$ cat config.mk
export PLATFORM = sky130hd
export DESIGN_NAME = stoptimer
export DESIGN_NICKNAME = d
export VERILOG_FILES = /design/src/rtl/stoptimer_pkg.sv /design/src/rtl/stoptimer_prescaler.sv /design/src/rtl/stoptimer.sv
export SDC_FILE = /design/constraint.sdc
export NUM_CORES = 1
export LEC_CHECK = 0
export ABC_AREA = 0
export CORE_AREA = 3 3 40 42
export CTS_CLUSTER_SIZE = 40
export DETAILED_ROUTE_END_ITERATION = 7
export DIE_AREA = 0 0 43 45
export PLACE_DENSITY = 0.6
export SYNTH_ARGS = -nofsm -noshare
export SYNTH_HDL_FRONTEND = slang
export SYNTH_HIERARCHICAL = 1
export SYNTH_SLANG_ARGS = --single-unit
$ cat constraint.sdc
create_clock -name clk -period 2.4 [get_ports clk]
set_input_delay 0.24 -clock clk [delete_from_list [all_inputs] [get_ports clk]]
set_output_delay 0.24 -clock clk [all_outputs]
set_load 0.02 [all_outputs]
$ cat src/rtl/stoptimer_pkg.sv
// Shared types and default sizing for the start/stop elapsed-cycle timer.
package stoptimer_pkg;
  typedef enum logic {
    ST_STOPPED = 1'b0,
    ST_RUN     = 1'b1
  } state_t;

  localparam int DEFAULT_WIDTH    = 8;
  localparam int DEFAULT_PRESCALE = 1;
endpackage

$ cat src/rtl/stoptimer_prescaler.sv
// Divides counting edges by PRESCALE; the phase persists while disabled.
module stoptimer_prescaler #(
  parameter int PRESCALE = 1
) (
  input  logic clk,
  input  logic rst,
  input  logic i_en,
  output logic o_tick
);
  // A 1-bit counter that stays at 0 covers PRESCALE=1 without a special case.
  localparam int PW = (PRESCALE > 1) ? $clog2(PRESCALE) : 1;
  localparam logic [PW-1:0] LAST = PW'(PRESCALE - 1);

  logic [PW-1:0] r_cnt;
  logic          w_at_last;

  assign w_at_last = (r_cnt == LAST);
  assign o_tick    = i_en && w_at_last;

  always_ff @(posedge clk) begin
    if (rst) begin
      r_cnt <= '0;
    end else if (i_en) begin
      r_cnt <= w_at_last ? '0 : r_cnt + 1'b1;
    end
  end
endmodule

$ cat src/rtl/stoptimer.sv
// Start/stop stopwatch: counts (prescaled) cycles in RUN, holds in STOPPED,
// resumes without clearing, and flags a sticky overflow on wrap.
module stoptimer
  import stoptimer_pkg::*;
#(
  parameter int WIDTH    = DEFAULT_WIDTH,
  parameter int PRESCALE = DEFAULT_PRESCALE
) (
  input  logic             clk,
  input  logic             rst,
  input  logic             start,
  input  logic             stop,
  output logic [WIDTH-1:0] elapsed_time,
  output logic             running,
  output logic             overflow
);
  state_t           r_state;
  state_t           w_state_next;
  logic [WIDTH-1:0] r_count;
  logic             r_overflow;
  logic             w_count_en;
  logic             w_tick;

  always_ff @(posedge clk) begin
    if (rst) begin
      r_state <= ST_STOPPED;
    end else begin
      r_state <= w_state_next;
    end
  end

  // stop dominates start in both states.
  always_comb begin
    w_state_next = r_state;
    case (r_state)
      ST_STOPPED: if (start && !stop) w_state_next = ST_RUN;
      ST_RUN:     if (stop)           w_state_next = ST_STOPPED;
      default:                        w_state_next = ST_STOPPED;
    endcase
  end

  // The edge that enters RUN does not count; the edge carrying stop does not either.
  assign w_count_en = (r_state == ST_RUN) && !stop;

  stoptimer_prescaler #(
    .PRESCALE (PRESCALE)
  ) u_prescaler (
    .clk    (clk),
    .rst    (rst),
    .i_en   (w_count_en),
    .o_tick (w_tick)
  );

  always_ff @(posedge clk) begin
    if (rst) begin
      r_count    <= '0;
      r_overflow <= 1'b0;
    end else if (w_tick) begin
      r_count <= r_count + 1'b1;
      if (&r_count) r_overflow <= 1'b1;
    end
  end

  assign elapsed_time = r_count;
  assign running      = (r_state == ST_RUN);
  assign overflow     = r_overflow;
endmodule

# After elaboration in Yosys (flattened, before gate mapping)
# Index checks and enable logic that the tools add are counted.
# W data, S select, Z words.
[classes]
n_addsub = 2
n_mux = 4
bitwise = 2
reduce_logical = 5
[op_table]
columns = ["operator", "n"]
rows = [
  ["$reduce_and A9 Y1", 1],
  ["$add A8 B1 Y8 const B", 1],
  ["$logic_and A1 B1 Y1", 3],
  ["$mux W1", 3],
  ["$not A1 Y1", 2],
  ["$pmux W1 S2", 1],
  ["$add A1 B1 Y1 const B", 1],
  ["$logic_not A1 Y1", 1],
]
[word_totals]
input_bits = 4
register_bits = 11
elab_cells = 17
out_inout_bits = 10

# Logic depth before layout (Yosys ltp)
[logic_depth]
word_depth = 4
mapped_depth = 6
ltp_nobuf = 4

# Cells and area by module
# The synthesis kept the hierarchy.
[by_module_without_submodules]
columns = ["module", "cells_per_inst", "seq_area_each_um2", "area_each_um2", "n_inst"]
rows = [
  ["stoptimer", 46, 200.2, 421.7, 1],
  ["stoptimer_prescaler", 1, 0.0, 7.5, 1],
]

# Worst setup path after synthesis
# OpenSTA, ideal clock, no wires.
[synth_timing]
path_kind = "flip-flop to flip-flop"
start = "register r_state (netlist: running)"
end = "register r_count[6] (netlist: elapsed_time[6])"
t_arrival_ns = 1.401
stages_incl_launch_ff = 7
synth_period_minus_slack_ns = 1.471
setup_ns = 0.071
n_path_buf = 2
t_required_ns = 2.329
slack_ns = 0.929
path_cell_list = "dfxtp_1 nor2b_1 buf_4 buf_4 nand4_2 or3_1 a21oi_1"
[synth_via]
elab_chain_cells = 2
[synth_lines]
columns = ["element", "line_no", "source"]
rows = [
  ["start: declaration", "stoptimer.sv:17", "state_t r_state;"],
  ["start signal: assignment", "stoptimer.sv:28", "r_state <= w_state_next;"],
  ["$logic_and A1 B1 Y1", "stoptimer.sv:43", "assign w_count_en = (r_state == ST_RUN) && !stop;"],
  ["via w_count_en", "stoptimer.sv:21", "logic w_count_en;"],
  ["$logic_and A1 B1 Y1", "stoptimer_prescaler.sv:18", "assign o_tick = i_en && w_at_last;"],
  ["via w_tick", "stoptimer.sv:22", "logic w_tick;"],
  ["end signal: assignment", "stoptimer.sv:59", "r_count <= r_count + 1'b1;"],
  ["end: declaration", "stoptimer.sv:19", "logic [WIDTH-1:0] r_count;"],
]
# The timed path passes the listed nets, and every way through them passes these cells.
# A chain may end at the register's enable or synchronous reset.

# Worst setup path after layout
[layout_timing]
start = "register r_count[0] (netlist: elapsed_time[0])"
end = "output elapsed_time[0]"
[layout_lines]
columns = ["element", "line_no", "source"]
rows = [
  ["end: declaration", "stoptimer.sv:13", "output logic [WIDTH-1:0] elapsed_time,"],
]
# No word-level cell between the ends.

==> impl_metrics.ini <==
[power]
power.switching_fraction = 0.223
power.static_leakage_nw = 0.212
part_of_the_power_in_combinational_logic = 0.060
pwr-share-seq = 0.560
switchingPower_mw = 0.0676
pwr-share-clk = 0.381
vdd.ir_drop.worst_uv = 224
internal_power_mw = 0.235
pwr_density_cell_mw_per_mm2 = 514

[clocking]
worstSkewPairLatency_ns = 0.26
cts_inserted_buffers = 3
hold_buffers = 0
cts_tree = yes
clockRootBuffer = sky130_fd_sc_hd__clkbuf_4
ctsResizeCount = 0
tritoncts_num_sinks = 10
cts_buffer_depth = 2
cts_setup_buffers = 0
htree_num_levels = 1
worst_setup_hold_path_clk_slew_ns = 0.07

[logic_synthesis]
synth-seq-cells = 10
yosysWarnings = 6
avgSynthCellArea_um2 = 9.13
synth.largest_area_cell = sky130_fd_sc_hd__dfxtp_1
synth-seq-area-share = 0.466
netlist.area_leader.share = 0.466
post_synth_inst_count = 47
syn-num-nets = 52
netlist_area_um2 = 429
yosys-top-cells-area = sky130_fd_sc_hd__dfxtp_1 (47%), sky130_fd_sc_hd__nor2_1 (6.1%), sky130_fd_sc_hd__xor2_1 (6.1%), sky130_fd_sc_hd__a21oi_1 (4.7%), sky130_fd_sc_hd__nand4_1 (4.4%)
yosysUniqueCellTypes = 18

[cells_and_area]
antennaDiodeCount = 0
layoutNonFillerInstCount = 76
share_of_layout_cells_above_drive_strength_1 = 0.0984
syn2layout_area_growth_pct = 37.3
finalNetCount = 68
postLayoutCellArea_um2 = 589

[floorplan]
floorplan.die_area_mm2 = 0.00194
initial_core_util = 0.334
dieWidth_um = 43
placement_rows = 13
core_mm2 = 0.00128
die_h_um = 45
num_io_pins = 14

[setup_path]
cp.required_ns = 2.16
critical_path_buf_inv_count = 1
critical_path_cell_by_cell = clkdlybuf4s50_1
worstSetupPathType = flip-flop to output pin
cell_family_with_most_cp_delay = buffers and inverters
cpMaxStageDelayCell = sky130_fd_sc_hd__clkdlybuf4s50_1
worst-path-max-fanout = 6
critical_path.endpoint_type = output pin
timing.critical_path.arrival_ns = 1.35
critical_path.startpoint_type = flip-flop
critical-path-max-stage-delay_ns = 0.65

[sta]
slew_headroom = 0.754
timing.final.hold_violations = 0
top_achievable_clock_speed_ghz = 0.629
setup_repair_after_global_routing_missed_its_margin = false
final.min_clock_period_ns = 1.59
hold-worst-slack_ns = 0.474
setup_slack_ns = 0.809
final_max_slew_viol_count = 0
worstMarginPinSlew_ns = 0.368
period_share = 0.663
final-setup-viol-count = 0
finClkSkew_ns = 0.00354
final_layout_setup_total_negative_slack_ns = 0

[routing]
drt-wirelength-per-cell_um = 11.7
dr.first_iter.drc_count = 7
vias = 386
postRouteWirelength_um = 892
dr.pass1.iters = 4
route.detailed.vias_per_inst = 5.08
antenna_left = 0
detail_route.drc_violations = 0

[grt]
track_usage = 0.103
initial_antenna_violation_count = 0
via_count_of_the_first_global_routing_pass = 340
grt_overflow_total = 0
grt_start_max_net_pins = 11
wire_length_of_the_first_global_routing_pass_mm = 1.44

[placement]
detailedPlace.worstSlack_ns = 0.729
hpwlAfterDp_um = 634
numPortBuffers = 13
post-place-cells = 73
detailed_place.area_um2 = 567
globalplace.congestion = 0.657

[hold_path]
hp-class = flip-flop to flip-flop

[run]
maxCapViolCount = 0

[run_status]
run_status = finished clean
## path summary, 6_finish.rpt
| check | startpoint | to | slack (ns) | cells after the start |
|---|---|---|---|---|
| worst max register to register | running | elapsed_time[7] | 1.03 | 5 |
| worst min register to register | overflow | overflow | 0.47 | 2 |
| worst min-delay path | overflow | overflow | 0.47 | 2 |
| worst max-delay path | elapsed_time[0] | elapsed_time[0] | 0.81 | 1 |
## power by group through the flow
stage               clock network [mW]  registers [mW]  logic [mW]
floorplan                            0           0.175     0.00747
global placement                     0           0.173      0.0180
detailed placement                   0           0.173      0.0182
CTS                              0.121           0.169      0.0184
global route                     0.127           0.170      0.0195
finish                           0.115           0.169      0.0180
## layer usage
metal / GRT usage / wire, µm / up-vias
met4: 0.0904 / 19 / 0
met3: 0.0239 / 39 / 2
li1: - / - / 192
met5: 0 / 0 / -
met1: 0.118 / 424 / 184
met2: 0.159 / 409 / 8
## synthesized netlist by cell type
library cell               instances
sky130_fd_sc_hd__nor3_1            1
sky130_fd_sc_hd__and4_2            1
sky130_fd_sc_hd__dfxtp_1          10
sky130_fd_sc_hd__nand4_2           1
sky130_fd_sc_hd__xnor2_1           1
sky130_fd_sc_hd__a21oi_1           4
sky130_fd_sc_hd__mux2i_1           1
sky130_fd_sc_hd__ha_1              1
sky130_fd_sc_hd__nand2_1           3
sky130_fd_sc_hd__nor2_1            7
sky130_fd_sc_hd__xor2_1            3
sky130_fd_sc_hd__buf_4             2
sky130_fd_sc_hd__nor2b_1           1
sky130_fd_sc_hd__or3_1             3
sky130_fd_sc_hd__nand4_1           3
sky130_fd_sc_hd__clkbuf_1          1
sky130_fd_sc_hd__and4_1            1
sky130_fd_sc_hd__o21ai_0           3
## cells in the final DEF (no fill, tap or decap), drive strengths merged, types with 2 or more instances in the layout
| cell | n |
|---|---|
| a21oi | 4 |
| nor2 | 7 |
| o21ai | 3 |
| clkdlybuf4s50 | 13 |
| nand4 | 4 |
| dfxtp | 10 |
| clkbuf | 3 |
| xor2 | 3 |
| and4 | 2 |
| or3 | 3 |
| nand2 | 3 |
## logic make-up after synthesis
| family | Yosys count | synth area share |
|---|---|---|
| buffers and inverters | 3 | 0.0437 |
| AO/OA/AOI/OAI | 7 | 0.0816 |
| adder cells (fa/ha/maj) | 1 | 0.0291 |
| flip-flops | 10 | 0.466 |
| XOR/XNOR | 4 | 0.0816 |
| multiplexers | 1 | 0.0233 |
| AND/OR/NAND/NOR | 21 | 0.274 |
## layout make-up
type                    count  area (µm²)
well taps                  15        18.8
flip-flops and latches     10         200
fillers                   139         696
repair buffers             14         138
multi-input cells          34         210
clock buffers               3        22.5
## flip-flops by register name, indices dropped and copies added, names as in the netlist
name and count:
running 1, overflow 1, elapsed_time 8
## through the flow
| stage | power [mW] | utilization |
|---|---|---|
| floorplan | 0.182 | - |
| global placement | 0.191 | 0.441 |
| detailed placement | 0.192 | 0.441 |
| CTS | 0.309 | 0.459 |
| global route | 0.317 | 0.459 |
| finish | 0.303 | 0.459 |
(Power assumes the default switching activity.)
